<file path="config.mk">
export PLATFORM = sky130hd
export DESIGN_NAME = uart_rx_core
export DESIGN_NICKNAME = d
export VERILOG_FILES = /design/src/rtl/uart_rx_core.sv
export SDC_FILE = /design/constraint.sdc
export NUM_CORES = 1
export LEC_CHECK = 0
export CAP_MARGIN = 40
export CORE_UTILIZATION = 50
export DETAILED_ROUTE_END_ITERATION = 8
export HOLD_SLACK_MARGIN = 0.1
export PLACE_DENSITY = 0.66
export RECOVER_POWER = 100
export SETUP_SLACK_MARGIN = 0.1
export SLEW_MARGIN = 20
export SYNTH_ARGS = -nofsm -noshare
export SYNTH_HDL_FRONTEND = slang
export SYNTH_SLANG_ARGS = --single-unit
</file>
<file path="constraint.sdc">
create_clock -name clk -period 7.2 [get_ports clk]
set_input_delay 1.08 -clock clk [delete_from_list [all_inputs] [get_ports clk]]
set_output_delay 1.08 -clock clk [all_outputs]
set_load 0.03 [all_outputs]
</file>
<file path="src/rtl/uart_rx_core.sv">
// 8N1 UART receiver with a receive FIFO and a toggle-read host handshake.
// Define UART_RX_FRAME_CHECK_EN to drop bad-stop-bit frames and expose uart_rx_frame_err.
module uart_rx_core #(
  parameter int unsigned FIFO_DEPTH = 64
) (
  input  logic                          clk,
  input  logic                          rst,
  input  logic [15:0]                   baud_div,
  input  logic                          uart_rx_pin,
  input  logic                          uart_rx_read,
  output logic                          uart_rx_ready,
  output logic [7:0]                    uart_rx_byte,
  output logic [$clog2(FIFO_DEPTH):0]   uart_rx_count,
  output logic                          uart_rx_overrun
`ifdef UART_RX_FRAME_CHECK_EN
  ,
  output logic                          uart_rx_frame_err
`endif
);

  localparam int unsigned AW = $clog2(FIFO_DEPTH);
  localparam int unsigned CW = AW + 1;

  typedef enum logic [1:0] {StIdle, StStart, StData, StStop} state_e;

  state_e      r_state, w_state_d;
  logic        r_sync1, r_sync2, r_sync_prev;
  logic [15:0] r_bdiv, w_bdiv_d;
  logic [15:0] r_cnt, w_cnt_d;
  logic [2:0]  r_bit_idx, w_bit_idx_d;
  logic [7:0]  r_shift, w_shift_d;
  logic        w_push_req;
`ifdef UART_RX_FRAME_CHECK_EN
  logic        w_frame_bad;
  logic        r_frame_err;
`endif

  logic [7:0]    r_mem [FIFO_DEPTH];
  logic [AW-1:0] r_wr_ptr, r_rd_ptr;
  logic [CW-1:0] r_count;
  logic          r_read_q;
  logic [7:0]    r_byte;
  logic          r_overrun;
  logic          w_pop, w_pop_ok, w_full, w_push_ok;

  always_ff @(posedge clk) begin
    if (rst) begin
      r_sync1     <= 1'b1;
      r_sync2     <= 1'b1;
      r_sync_prev <= 1'b1;
    end else begin
      r_sync1     <= uart_rx_pin;
      r_sync2     <= r_sync1;
      r_sync_prev <= r_sync2;
    end
  end

  always_ff @(posedge clk) begin
    if (rst) begin
      r_state   <= StIdle;
      r_bdiv    <= '0;
      r_cnt     <= '0;
      r_bit_idx <= '0;
      r_shift   <= '0;
    end else begin
      r_state   <= w_state_d;
      r_bdiv    <= w_bdiv_d;
      r_cnt     <= w_cnt_d;
      r_bit_idx <= w_bit_idx_d;
      r_shift   <= w_shift_d;
    end
  end

  // The counter is loaded with N and acts on the cycle it reads zero: N+1 cycles per interval.
  always_comb begin
    w_state_d   = r_state;
    w_bdiv_d    = r_bdiv;
    w_cnt_d     = r_cnt;
    w_bit_idx_d = r_bit_idx;
    w_shift_d   = r_shift;
    w_push_req  = 1'b0;
`ifdef UART_RX_FRAME_CHECK_EN
    w_frame_bad = 1'b0;
`endif
    unique case (r_state)
      StIdle: begin
        if (r_sync_prev && !r_sync2) begin
          w_bdiv_d  = baud_div;
          w_cnt_d   = baud_div >> 1;
          w_state_d = StStart;
        end
      end
      StStart: begin
        if (r_cnt == 16'd0) begin
          if (!r_sync2) begin
            w_cnt_d     = r_bdiv - 16'd1;
            w_bit_idx_d = 3'd0;
            w_state_d   = StData;
          end else begin
            w_state_d = StIdle;
          end
        end else begin
          w_cnt_d = r_cnt - 16'd1;
        end
      end
      StData: begin
        if (r_cnt == 16'd0) begin
          w_shift_d   = {r_sync2, r_shift[7:1]};
          w_cnt_d     = r_bdiv - 16'd1;
          w_bit_idx_d = r_bit_idx + 3'd1;
          if (r_bit_idx == 3'd7) begin
            w_state_d = StStop;
          end
        end else begin
          w_cnt_d = r_cnt - 16'd1;
        end
      end
      StStop: begin
        if (r_cnt == 16'd0) begin
          w_state_d = StIdle;
`ifdef UART_RX_FRAME_CHECK_EN
          w_push_req  = r_sync2;
          w_frame_bad = !r_sync2;
`else
          w_push_req  = 1'b1;
`endif
        end else begin
          w_cnt_d = r_cnt - 16'd1;
        end
      end
      default: w_state_d = StIdle;
    endcase
  end

  assign w_pop     = uart_rx_read ^ r_read_q;
  assign w_pop_ok  = w_pop && (r_count != '0);
  assign w_full    = (r_count == CW'(FIFO_DEPTH));
  // A pop in the same cycle frees the head slot, so a full FIFO can still accept.
  assign w_push_ok = w_push_req && (!w_full || w_pop_ok);

  always_ff @(posedge clk) begin
    if (w_push_ok) begin
      r_mem[r_wr_ptr] <= r_shift;
    end
  end

  always_ff @(posedge clk) begin
    if (rst) begin
      r_wr_ptr  <= '0;
      r_rd_ptr  <= '0;
      r_count   <= '0;
      r_read_q  <= uart_rx_read;
      r_byte    <= 8'h00;
      r_overrun <= 1'b0;
    end else begin
      r_read_q <= uart_rx_read;
      if (w_push_ok) begin
        r_wr_ptr <= r_wr_ptr + AW'(1);
      end
      if (w_pop_ok) begin
        r_rd_ptr <= r_rd_ptr + AW'(1);
      end
      if (w_pop) begin
        r_byte <= w_pop_ok ? r_mem[r_rd_ptr] : 8'h00;
      end
      if (w_push_req && !w_push_ok) begin
        r_overrun <= 1'b1;
      end
      if (w_push_ok && !w_pop_ok) begin
        r_count <= r_count + CW'(1);
      end else if (w_pop_ok && !w_push_ok) begin
        r_count <= r_count - CW'(1);
      end
    end
  end

`ifdef UART_RX_FRAME_CHECK_EN
  always_ff @(posedge clk) begin
    if (rst) begin
      r_frame_err <= 1'b0;
    end else if (w_frame_bad) begin
      r_frame_err <= 1'b1;
    end
  end

  assign uart_rx_frame_err = r_frame_err;
`endif

  assign uart_rx_ready   = (r_count != '0);
  assign uart_rx_byte    = r_byte;
  assign uart_rx_count   = r_count;
  assign uart_rx_overrun = r_overrun;

endmodule

</file>
# Yosys cells after proc, flatten, opt, wreduce, memory -nomap -nowiden
# Memory sizes are Yosys's and may differ from the RTL's. A register that Yosys moved wholly into a read port is not among the register bits.
# Cells that the tools add are included.
word_totals:
  register_bits: 77
  mem_bits_rw: 512
  out_inout_bits: 17
  elab_cells: 83
  n_memories: 1
classes:
  add_sub_neg: 7
  n_eq_ne: 13
  muxes: 26
  n_bitwise: 1
  reduce_logical: 21
memory_table:
  columns: ["name", "depth", "width", "rd", "rd_ports_with_merged_regs", "write_ports", "line", "rtl"]
  rows:
  - ["r_mem", 64, 8, 1, 1, 1, "38", "logic [7:0] r_mem [FIFO_DEPTH];"]
ops:
  columns: ["op", "n"]
  rows:
  - ["16-bit 2-to-1 mux", 5]
  - ["16-bit one-hot mux with 4 select lines", 1]
  - ["16-bit by 1-bit subtractor with 16-bit output, second input constant", 2]
  - ["16-bit zero test", 1]
  - ["7-bit 2-to-1 mux", 2]
  - ["2-bit inequality test, second input constant", 7]
  - ["6-bit by 1-bit adder with 6-bit output, second input constant", 2]
  - ["2-bit 2-to-1 mux", 6]
  - ["6-bit 2-to-1 mux", 2]
  - ["3-bit 2-to-1 mux", 3]
  - ["8-bit 2-to-1 mux", 1]
  - ["2-bit one-hot mux with 4 select lines", 1]
  - ["7-bit by 1-bit adder with 7-bit output, second input constant", 1]
  - ["7-bit == test, second input constant", 1]
  - ["7-bit nonzero test", 1]
  - ["7-bit by 1-bit subtractor with 7-bit output, second input constant", 1]
  - ["1-bit logical AND", 6]
  - ["3-bit one-hot mux with 2 select lines", 1]
  - ["5-bit AND reduction", 1]
  - ["2-bit == test, second input constant", 2]
  - ["1-bit zero test", 4]
  - ["1-bit 2-to-1 mux", 4]
  - ["2-bit AND reduction", 2]
  - ["4-bit AND reduction", 1]
  - ["other kinds (9)", 10]

# Logic depth before layout (Yosys ltp)
# Gate-level depths: netlist of run 1.
logic_depth:
  word_depth: 8
  ltp_mapped: 16
  mapped_depth_nobuf: 14

# Least setup slack after synthesis of run 1
# No wires, ideal clock.
synth_path:
  path_kind: "input-to-reg"
  from: "in uart_rx_read"
  to: "reg r_count[6], in the netlist uart_rx_count[6]"
  setup_ps: 121
  t_arrival_ps: 3585
  t_required_ps: 7079
  path_slack_ps: 3494
  stages: 13
  n_path_buf: 1
  cell_sequence: "xnor2_1 -> nand4_1 -> and4_1 -> clkbuf_1 -> ha_1 -> inv_1 -> ha_1 -> nor2b_1 -> o21ai_0 -> a21boi_0 -> or3_1 -> nand3_1 -> mux2_2"
synth_between:
  elab_chain_cells: 7
  word_cells_on_any_way: 10
synth_rtl:
  columns: ["element", "line", "rtl"]
  rows:
  - ["start: declaration", "10", "input logic uart_rx_read,"]
  - ["1-bit XOR *", "135", "assign w_pop = uart_rx_read ^ r_read_q;"]
  - ["1-bit logical AND *", "136", "assign w_pop_ok = w_pop && (r_count != '0);"]
  - ["1-bit logical OR *", "139", "assign w_push_ok = w_push_req && (!w_full || w_pop_ok);"]
  - ["1-bit logical AND *", "139", null]
  - ["named net w_push_ok", "44", "logic w_pop, w_pop_ok, w_full, w_push_ok;"]
  - ["1-bit zero test", "171", "end else if (w_pop_ok && !w_push_ok) begin"]
  - ["1-bit logical AND", "171", null]
  - ["2-bit nonzero test (no line)", null, null]
  - ["end signal: assignment", "170", "r_count <= r_count + CW'(1);"]
  - ["end signal: assignment", "172", "r_count <= r_count - CW'(1);"]
  - ["end: declaration", "40", "logic [CW-1:0] r_count;"]
# The timed path passes the listed nets; every way through them passes the cells marked *.
# A chain may end at the register's enable or synchronous reset.

==> flow_summary.ini, run 1 <==
[run_status]
status = complete, but fails checks
violations = max-capacitance violations, max-slew violations

[cells_and_area]
fin_cells = 2126
layout-area-overhead-vs-synth_pct = 12.19
antennaDiodeCount = 0
layout_common_cells = edfxtp_1, mux4_2, nor2_1, nand2_1, dfxtp_1
nets = 1508
final_common_cell = edfxtp_1
final.fill_count = 3526
drive_gt1_share_pct = 17.12

[pwr]
clkPwrFrac_pct = 37.1
p_leak_nw = 8.541
ir_drop_uv = 200.6
pwr-share-seq_pct = 46.4
total_power_mw = 8.318
p_sw_share_pct = 25.37
p_sw_mw = 2.110
comb_power_share_pct = 16.5
p_int_mw = 6.208
power_density_nw_per_um2 = 308.7

[synthesis]
ys_types = 67
synthCells = 1418
synth_ff_type = edfxtp_1
synth_edf_count = 512
ys_warn_count = 0
synth_nets = 1457
synth_seq_area_share_pct = 70.94
synth_top_family_by_area = multiplexers
avgSynthCellArea_um2 = 16.94
syn-cell-area_um2 = 24020
ys_async_sr_fraction_pct = 0
synthAdderAreaFrac_pct = 1.021
synthSimpleGateAreaFrac_pct = 6.736
synthMuxAreaShare_pct = 13.62
synth-compound-area-share_pct = 4.522
synth_xor_area_share_pct = 1.532
synth-seq-cells = 595

[critical_path]
arrival_ns = 5.23
worstSetupPathType = flop to flop
crit_path_start_kind = flop
path_buf_inv = 1
cp_slowest_cell = clkbuf_1
crit_fanout = 33
cp-end-kind = flop
reg2reg_to = uart_rx_byte[4]
worstPathCellList = clkbuf_1, mux4_2, o22ai_1, a311o_1, a31oi_1, a221o_1
slowest_delay_ns = 2.11
r2r_slack_ns = 2.47
required_ns = 7.70
critPathTopFamily = buffers and inverters
rr_worst_depth = 6

[floorplan]
start_util_pct = 51.15
io_pins = 37
fp.dieH_um = 221.2
fp-row-count = 79
die_x_um = 221.2
core_um2 = 46950
dieArea_um2 = 48910

[routing]
first_pass_iters = 5
ant_nets = 0
wire_per_inst_um = 24.90
initialDrtViolationCount = 1095
drt-vias-per-instance = 6.044
post-route-drc-count = 0
vias = 12850
wirelength_um = 52940

[global_route]
grt_max_degree = 72
grt_overflow = 0
grt.total_usage_pct = 21.90
antenna_found_initial = 0
grt_pass1_vias = 12990
grt_pass1_wl_um = 80360

[sta]
slew_viol_final = 436
hold_viol = 0
tns_ns = 0
hold_ws_ns = 0.4150
max_freq_mhz = 211.5
final.setup_skew_ns = 0.01500
setup_violations = 0
period_share_pct = 65.68
relSlewSlack_pct = -114.2
worst_pin_slew_ns = 3.214
rsz0062_at_grt = no
layout_min_cycle_time_ns = 4.729

[cts]
clk_pin_slew_ns = 0.06
post_cts_buffers = 0
cts_resized = 0
cts_sinks = 595
cts_max_path_buffers = 3
cts-root-buf = clkbuf_16
tritoncts = yes
clk_latency_ns = 0.62
htreeDepth = 2
cts_hold_buffers = 0
numCtsBuffers = 59

[placement]
dp_hpwl_um = 32740
place_congestion = 0.8702
dp.cells = 2005
port_buffers = 36

[worst_hold_path]
holdPathEnd = r_sync2
hold_class = flop to flop
hold_start = r_sync1
min_path_cells = 1

[flow_run]
drv_cap = 9
==> worst max-delay path by stage <==
| stage | slack (ns) | start | depth (start not counted) | endpoint |
|---|---|---|---|---|
| after detailed placement | 2.65 | uart_rx_read | 13 | uart_rx_count[6] |
| after global placement | 2.76 | uart_rx_read | 13 | uart_rx_count[6] |
| after CTS | 3.30 | uart_rx_read | 13 | uart_rx_count[6] |
| after floorplan | 3.49 | uart_rx_read | 13 | uart_rx_count[6] |
| final | 2.47 | flop | 6 | uart_rx_byte[4] |
| after global routing | 1.98 | flop | 6 | uart_rx_byte[2] |
==> final cells by class <==
| type | count | area, µm² | share of cell area, % |
|---|---|---|---|
| Sequential cell | 595 | 17050 | 63.28 |
| Inverter | 18 | 67.56 | 0.2508 |
| Timing Repair Buffer | 66 | 529.3 | 1.964 |
| Multi-Input combinational cell | 729 | 6584 | 24.44 |
| Tap cell | 607 | 759.5 | 2.819 |
| Clock buffer | 84 | 1660 | 6.162 |
| Clock inverter | 27 | 292.8 | 1.087 |
==> sequential cells by signal, summed over array words and instances (netlist names), named ones only <==
register,cells
uart_rx_overrun,1
r_sync_prev,1
r_read_q,1
r_state,1
r_sync2,1
uart_rx_byte,8
r_shift,8
r_bit_idx,3
r_cnt,16
r_bdiv,16
r_wr_ptr,6
r_mem,512
uart_rx_count,7
r_sync1,1
r_rd_ptr,6
==> power by group through the flow <==
stage / clock network [mW] / logic [mW] / registers, mW
floorplan: 0 / 1.04 / 3.91
global placement: 0 / 1.33 / 3.96
detailed placement: 0 / 1.35 / 3.97
CTS: 3.13 / 1.36 / 3.89
global route: 3.26 / 1.49 / 3.87
finish: 3.08 / 1.37 / 3.86
==> metal layers <==
metal	wire, µm	GRT usage, %	up-vias
met3	4178	4.860	82
met1	22610	31.28	6555
met4	1176	5.820	0
li1	-	-	5713
met2	24970	34.22	499
met5	0	0	-
==> Yosys cell counts (all sizes together) (3+ instances only) <==
master,number,share of area (%)
nor2,121,1.9
nor4,6,0.18
nor3,21,0.48
nand2b,13,0.34
nor2b,8,0.21
a311o,3,0.13
xnor2,13,0.47
edfxtp,512,64
o32ai,3,0.11
mux2,6,0.28
o221ai,7,0.26
nand2,87,1.4
mux4,132,12
clkbuf,39,0.61
mux2i,23,0.96
nand3,34,0.71
and2,4,0.10
a21oi,61,1.3
or4,3,0.11
and3,8,0.21
o211ai,5,0.16
or3,4,0.10
o22ai,9,0.23
a221o,3,0.13
a22o,12,0.44
a211oi,7,0.22
nand4,13,0.34
inv,18,0.28
ha,18,0.94
or2,5,0.13
a31oi,6,0.16
buf,37,0.74
nor3b,3,0.14
nand3b,6,0.19
dfxtp,83,6.9
o21ai,22,0.46
xor2,29,1.1
o31ai,5,0.18
==> per-stage QoR <==
step                worst slack [ns]  instance area, µm²  util [%]
finish                         2.471               26940     57.39
global placement               2.764               24960     53.16
CTS                            3.302               26950     57.41
floorplan                      3.494               24020         -
detailed placement             2.655               25000     53.25
global route                   1.981               26940     57.39
==> kinds of logic after synthesis <==
family / after synthesis
flip-flops: 595
AND/OR/NAND/NOR: 342
AO/OA/AOI/OAI: 165
multiplexers: 161
buffers and inverters: 94
XOR/XNOR: 42
adder cells (fa/ha/maj): 19
Note: power is estimated with default switching activity, not from simulation.
==> run 2: changes to the inputs <==
Clock period 7.2 ns to 4.5 ns, I/O delays scaled along.
==> run 2 against run 1 <==
  * The run still ends with max-capacitance violations, max-slew violations left
  * First-iteration DRC count up 31%
  * Register-to-register slack got worse by 2.1 ns
  * Count of clock-buffer cells in the layout shrank 9
  * Flip-flop and latch count did not move
  * Sequential share of layout area fell by 0.48 points
  * Combinational power up 59%
  * Critical endpoint is now r_mem[34][0]
  * Global-route usage decreased by 0.060 points
  * Clock power up 62%
  * Sequential power grew 61%
  * Highest routed layer unchanged
  * Non-clock buffer count rose by 37
==> flow_summary.ini, run 2 (synthesized netlist as in run 1, its figures left out) <==
[cts]
htreeDepth = 2
clk_pin_slew_ns = 0.06
cts_resized = 0
clk_latency_ns = 0.61
cts_sinks = 595
post_cts_buffers = 0
cts-root-buf = clkbuf_16
numCtsBuffers = 59
cts_hold_buffers = 0
tritoncts = yes
cts_max_path_buffers = 3

[sta]
hold_ws_ns = 0.4183
final.setup_skew_ns = 0.01795
rsz0062_at_grt = no
worst_pin_slew_ns = 3.174
layout_min_cycle_time_ns = 4.113
tns_ns = 0
max_freq_mhz = 243.1
period_share_pct = 91.41
relSlewSlack_pct = -111.6
setup_violations = 0
worst_slack_ns = 0.3867
hold_viol = 0
slew_viol_final = 525

[routing]
drt-vias-per-instance = 6.041
ant_nets = 0
vias = 13050
post-route-drc-count = 0
first_pass_iters = 6
wire_per_inst_um = 24.41
wirelength_um = 52750
initialDrtViolationCount = 1432

[cells_and_area]
nets = 1545
largest_reg_flops = 512
final_common_cell = edfxtp_1
largest-register = r_mem
drive_gt1_share_pct = 17.12
fin_cells = 2161
layout-area-overhead-vs-synth_pct = 13.05
final.fill_count = 3479
layout_common_cells = edfxtp_1, mux4_2, nor2_1, nand2_1, dfxtp_1
top_regs = r_mem: 512 flops, r_bdiv: 16 flops, r_cnt: 16 flops
antennaDiodeCount = 0

[placement]
place_congestion = 0.8795
port_buffers = 36
place_ws_ns = 0.4250
dp.cells = 2049
dp_hpwl_um = 32740

[critical_path]
cp-end-kind = flop
r2r_start = r_cnt[0]
r2r_slack_ns = 0.39
crit_fanout = 12
arrival_ns = 4.36
worstSetupPathType = flop to flop
reg2reg_to = r_mem[34][0]
endpoint = r_mem[34][0]
crit_path_start_kind = flop
rr_worst_depth = 10
startpoint = r_cnt[0]
required_ns = 4.74

[floorplan]
fp.dieH_um = 221.2
dieArea_um2 = 48910
core_um2 = 46950
fp-row-count = 79
io_pins = 37
die_x_um = 221.2
start_util_pct = 51.15

[flow_run]
drv_cap = 9

[run_status]
status = complete, but fails checks
violations = max-capacitance violations, max-slew violations

[global_route]
grt_overflow = 0
grt_pass1_wl_um = 79840
grt_pass1_vias = 12890
grt.total_usage_pct = 21.84
grt_max_degree = 71
antenna_found_initial = 2

[pwr]
power_density_nw_per_um2 = 493.0
p_leak_nw = 8.609
total_power_mw = 13.39
ir_drop_uv = 335.6

[worst_hold_path]
hold_class = flop to flop
## run 2: changes by cell type in the layout (fill, tap and decap cells not counted), moves of 2 or more
cell and change:
inv_6 -3, clkbuf_8 -8, buf_4 +3, clkinv_1 +4, clkinvlp_4 +4, clkbuf_1 +27, bufinv_16 +2, buf_12 +3
clkbuf_16 +2, clkinv_2 -2
## run 2: power by group
part | internal (mW) | switching, mW
clock network | 2.95 | 2.03
registers | 5.99 | 0.229
logic | 1.06 | 1.12
total | 10.0 | 3.38
## run 2: cell type report
class,instances,area [µm²],area share (%)
multi-input combinational,729,6583,24.24
clock buffer,75,1589,5.853
inverter,18,67.56,0.2488
clock inverter,34,381.6,1.406
tap,607,759.5,2.797
sequential,595,17050,62.80
timing repair buffer,103,720.7,2.654
## run 2: worst max-delay path: stages (launching register included)
cell and delay, ns:
dfxtp_1 0.35, inv_1 0.07, ha_1 0.19, nor3b_2 0.29
and3_1 0.37, nand2_1 0.39, nor3b_1 0.70, nand2_1 0.44
clkbuf_1 0.30, nor2_1 0.18, clkbuf_1 0.46
## run 2: routing by layer
metal / wire [µm] / vias up / share of wire [%] / GRT usage, %
li1: - / 5781 / - / -
met1: 22710 / 6658 / 43 / 31.50
met2: 25070 / 525 / 48 / 34.53
met3: 3760 / 90 / 7.1 / 3.585
met4: 1208 / 0 / 2.3 / 6.294
met5: 0 / - / 0 / 0
## run 2: worst min path at each step
stage,from,endpoint,cells past startpoint
after global placement,r_sync1,r_sync2,1
after global routing,r_sync1,r_sync2,1
after detailed placement,r_sync1,r_sync2,1
after CTS,r_sync1,r_sync2,1
after floorplan,r_sync1,r_sync2,1
final,r_sync1,r_sync2,1
## run 2: metrics by stage
stage	instance area (µm²)	utilization, %
after global routing	27150	57.83
after floorplan	24020	-
after detailed placement	25360	54.02
after CTS	27330	58.21
final	27150	57.83
after global placement	25320	53.93
==> edit 1 (flow settings as in run 1) <==
Change the parameter `FIFO_DEPTH` from 64 to 128.
--- a/src/rtl/uart_rx_core.sv
+++ b/src/rtl/uart_rx_core.sv
@@ -1,7 +1,7 @@
 // 8N1 UART receiver with a receive FIFO and a toggle-read host handshake.
 // Define UART_RX_FRAME_CHECK_EN to drop bad-stop-bit frames and expose uart_rx_frame_err.
 module uart_rx_core #(
-  parameter int unsigned FIFO_DEPTH = 64
+  parameter int unsigned FIFO_DEPTH = 128
 ) (
   input  logic                          clk,
   input  logic                          rst,
Interface: changed (resized uart_rx_count); port bits go from 37 to 38. The function was not compared with the original's and may differ.
==> edit 1 against run 1 <==
The run still ends with max-capacitance violations, max-slew violations left; routed wire length is 99% higher; setup slack lost 1.0 ns; final area rose by 84%; sequential cell count grew 516; first-iteration DRC count increased to 2.6 times the old value; area after synthesis is 84% higher; maximum frequency decreased by 18%; sequential share of layout area increased by 2.4 points; combinational power rose by 100%; clock skew up 0.0079 ns; highest routed layer unchanged; clock power increased by 85%; total power up 87%; largest power group unchanged.
==> edit 1: results <==
metrics = {
    "setup_path": {
        "slowest_delay_ns": 2.17,
        "cp_max_fo": 54,
        "cp_slowest_cell": "clkbuf_1",
        "worstPathArrival_ns": 5.78,
        "critPathTopFamily": "buffers and inverters",
    },
    "drt": {
        "drt_pre_antenna_iters": 6,
        "wl_um": 105500,
        "num_vias": 23580,
        "drc": 0,
        "drt_iter0_drc": 2847,
    },
    "global_route": {
        "grt_max_degree": 95,
        "antenna_found_initial": 0,
        "grt_use_total_pct": 23.94,
        "grt_pass1_wl_um": 158500,
    },
    "sta": {
        "slew_viol_final": 800,
        "tightest_slew_ns": 3.490,
        "clock_skew_ns": 0.02293,
    },
    "cts": {
        "root_buffer": "clkbuf_16",
        "post_cts_resized": 0,
        "numCtsBuffers": 107,
        "clk_path_buf_depth": 3,
        "clkLatencyLatePin_ns": 0.67,
        "htree_num_levels": 3,
        "clkTransAtPathRegs_ns": 0.07,
        "post-cts-setup-buffer-count": 0,
    },
    "power": {
        "power.switching_mw": 4.004,
        "p_leak_nw": 15.39,
        "p_per_area_nw_per_um2": 314.9,
        "ir_worst_vdd_mv": 0.2912,
        "comb_power_share_pct": 17.8,
        "power_frac_clock_pct": 36.6,
    },
    "hold_path": {
        "hold_path.class": "reg -> reg",
    },
    "synth": {
        "synth_cell_types": 69,
        "synth.yosys.seq_area_share_pct": 73.69,
        "yosys_warnings": 0,
        "synth-edff-count": 1024,
        "synth_cells": 2420,
        "yosys-top-cells-count": "edfxtp_1, mux4_2, nor2_1",
        "syn-num-nets": 2460,
        "ys_top_cells_by_area": "edfxtp_1, mux4_2, dfxtp_1",
        "synthArstFlopShare_pct": 0,
    },
    "final_layout": {
        "largest_registers": "r_mem: 1024 flops, r_bdiv: 16 flops, r_cnt: 16 flops",
        "drive_above_1_share_pct": 17.64,
        "final_nets": 2528,
        "final_cells": 3736,
    },
    "status": {
        "outcome": "finished with violations",
        "violations": "max-capacitance violations, max-slew violations",
    },
    "placed_design": {
        "dpl_cell_area_um2": 46060,
        "port_buffers": 37,
        "post-dp-hpwl_um": 65240,
        "placed_cells": 3531,
        "routabilityCongestion": 0.8900,
        "place_ws_ns": 2.091,
    },
    "job": {
        "cap_violations": 18,
    },
}
[edit 1: cell types whose count changed after synthesis, sizes merged, moves of 15 or more]
cell / change
edfxtp: +512
a22oi: +34
o22ai: +15
buf: +20
nor2: +95
mux4: +108
mux2i: +50
a211oi: +21
clkbuf: +25
nand2: +46
[edit 1: layout make-up]
class | instances | area, µm²
Fill cell | 6449 | 37510
Sequential cell | 1111 | 32500
Multi-Input combinational cell | 1164 | 11010
Clock buffer | 136 | 2879
Tap cell | 1155 | 1445
Timing Repair Buffer | 80 | 883.3
Clock inverter | 65 | 703.2
Inverter | 24 | 90.09
Antenna cell | 1 | 2.502
[edit 1: cell families after synthesis]
family	after synthesis	share of synthesized area, %
flip-flops	1111	73.69
AND/OR/NAND/NOR	516	5.400
multiplexers	317	14.02
buffers and inverters	145	1.331
XOR/XNOR	35	0.6953
adder cells (fa/ha/maj)	20	0.5846
AO/OA/AOI/OAI	276	4.277
[edit 1: worst paths after layout]
check | start | end | slack, ns | cells past startpoint
max | r_shift[6]$_SDFFE_PP0P_ | r_mem[55][6]$_DFFE_PP_ | 1.46 | 2
min | r_sync1$_SDFF_PP1_ | r_sync2$_SDFF_PP1_ | 0.42 | 1
max reg2reg | r_shift[6]$_SDFFE_PP0P_ | r_mem[55][6]$_DFFE_PP_ | 1.46 | 2
min reg2reg | r_sync1$_SDFF_PP1_ | r_sync2$_SDFF_PP1_ | 0.42 | 1
[edit 1: routing by layer]
metal | global-route usage (%) | routed length (µm) | up-vias | part of all wire (%)
li1 | - | - | 9961 | -
met3 | 3.613 | 8628 | 193 | 8.2
met4 | 7.301 | 3072 | 0 | 2.9
met2 | 36.89 | 49540 | 1254 | 47
met5 | 0 | 0 | - | 0
met1 | 35.58 | 44300 | 12170 | 42
==> edit 2 (flow settings as in run 1) <==
Without the edit above. Add an input register stage for `baud_div`; this delays it by one clock. The other inputs are not delayed to match.
--- a/src/rtl/uart_rx_core.sv
+++ b/src/rtl/uart_rx_core.sv
@@ -23,6 +23,12 @@
 
   typedef enum logic [1:0] {StIdle, StStart, StData, StStop} state_e;
 
+  logic [15:0] baud_div_q;
+
+  always_ff @(posedge clk) begin
+    baud_div_q <= baud_div;
+  end
+
   state_e      r_state, w_state_d;
   logic        r_sync1, r_sync2, r_sync_prev;
   logic [15:0] r_bdiv, w_bdiv_d;
@@ -85,8 +91,8 @@
     unique case (r_state)
       StIdle: begin
         if (r_sync_prev && !r_sync2) begin
-          w_bdiv_d  = baud_div;
-          w_cnt_d   = baud_div >> 1;
+          w_bdiv_d  = baud_div_q;
+          w_cnt_d   = baud_div_q >> 1;
           w_state_d = StStart;
         end
       end
Function: no difference found for any inputs over 10 cycles, from zero or initial values and one cycle with rst high; that may be too few to reach the edited logic, so the function may still have changed.
==> edit 2 against run 1 <==
The run still ends with max-capacitance violations, max-slew violations left; count of clock-buffer cells in the layout decreased by 2; setup slack improved by 0.33 ns; sequential cell count increased by 16; total power increased by 2.6%; area after synthesis increased by 2.2%; worst hold slack improved by 0.0060 ns; final area increased by 1.4%; routed wire length decreased by 0.51%; critical path type unchanged; critical endpoint is now r_cnt[5]$_SDFFE_PP0P_; largest power group unchanged.
==> edit 2: results <==
metrics = {
    "final_layout": {
        "regArea_um2": 17370,
        "nClkBuffers": 82,
        "multi_input_cells": 718,
        "buffers": 74,
        "final_cells": 2147,
        "drive_above_1_share_pct": 16.25,
        "final-clk-cell-share_pct": 6.821,
        "inverters": 20,
        "final_nets": 1524,
    },
    "synth": {
        "synth_cells": 1428,
        "synthXorXnorAreaFrac_pct": 1.356,
        "ys_top_cells_by_area": "edfxtp_1, mux4_2, dfxtp_1",
        "synth.area.mux_share_pct": 13.86,
        "ys_seq_elements": 611,
        "synth-compound-area-share_pct": 4.329,
        "yosys-top-cells-count": "edfxtp_1, mux4_2, nor2_1",
        "synth_cell_types": 74,
        "synthAdderAreaFrac_pct": 0.9993,
    },
    "global_route": {
        "grt_pass1_wl_um": 80450,
        "grt_max_degree": 129,
        "use_met2_pct": 35.44,
        "gr-usage-met1_pct": 29.97,
        "grt_use_total_pct": 21.58,
    },
    "placed_design": {
        "placed_cells": 2022,
        "post-dp-hpwl_um": 31910,
    },
    "setup_path": {
        "slowest_delay_ns": 1.87,
        "cp_slowest_cell": "o21ai_0",
        "cp_max_fo": 19,
        "critPathTopFamily": "compound AO/OA/AOI/OAI gates",
    },
    "power": {
        "powerComb_mw": 1.57,
        "pg_seq_mw": 3.97,
        "internal_power_mw": 6.324,
    },
    "status": {
        "outcome": "finished with violations",
        "violations": "max-capacitance violations, max-slew violations",
    },
    "drt": {
        "wl_met2_um": 26080,
        "drt_iter0_drc": 1002,
        "wl_per_cell_um": 24.53,
    },
    "job": {
        "cap_violations": 11,
    },
    "sta": {
        "hold_ws_ns": 0.4210,
        "slew_viol_final": 531,
        "clock_skew_ns": 0.01925,
    },
}
-- edit 2: changes by cell type in the layout (fill, tap and decap cells not counted), moves of 9 or more --
cell | before | now
dfxtp_1 | 78 | 96
dlygate4sd3_1 | 18 | 34
a21oi_1 | 61 | 52
clkbuf_1 | 35 | 48
a211oi_1 | 7 | 23
a22o_1 | 12 | 0
clkdlybuf4s50_1 | 17 | 1
nand2b_1 | 13 | 1
nand3_1 | 34 | 24
xor2_1 | 29 | 17
-- edit 2: worst max path at each step --
stage,end,cells after the start
6_report,r_cnt[5]$_SDFFE_PP0P_,8
4_1_cts,uart_rx_count[6]$_SDFFE_PP0P_,13
3_3_place_gp,uart_rx_count[6]$_SDFFE_PP0P_,13
2_1_floorplan,uart_rx_count[6]$_SDFFE_PP0P_,13
3_5_place_dp,uart_rx_count[6]$_SDFFE_PP0P_,13
5_1_grt,r_cnt[5]$_SDFFE_PP0P_,8
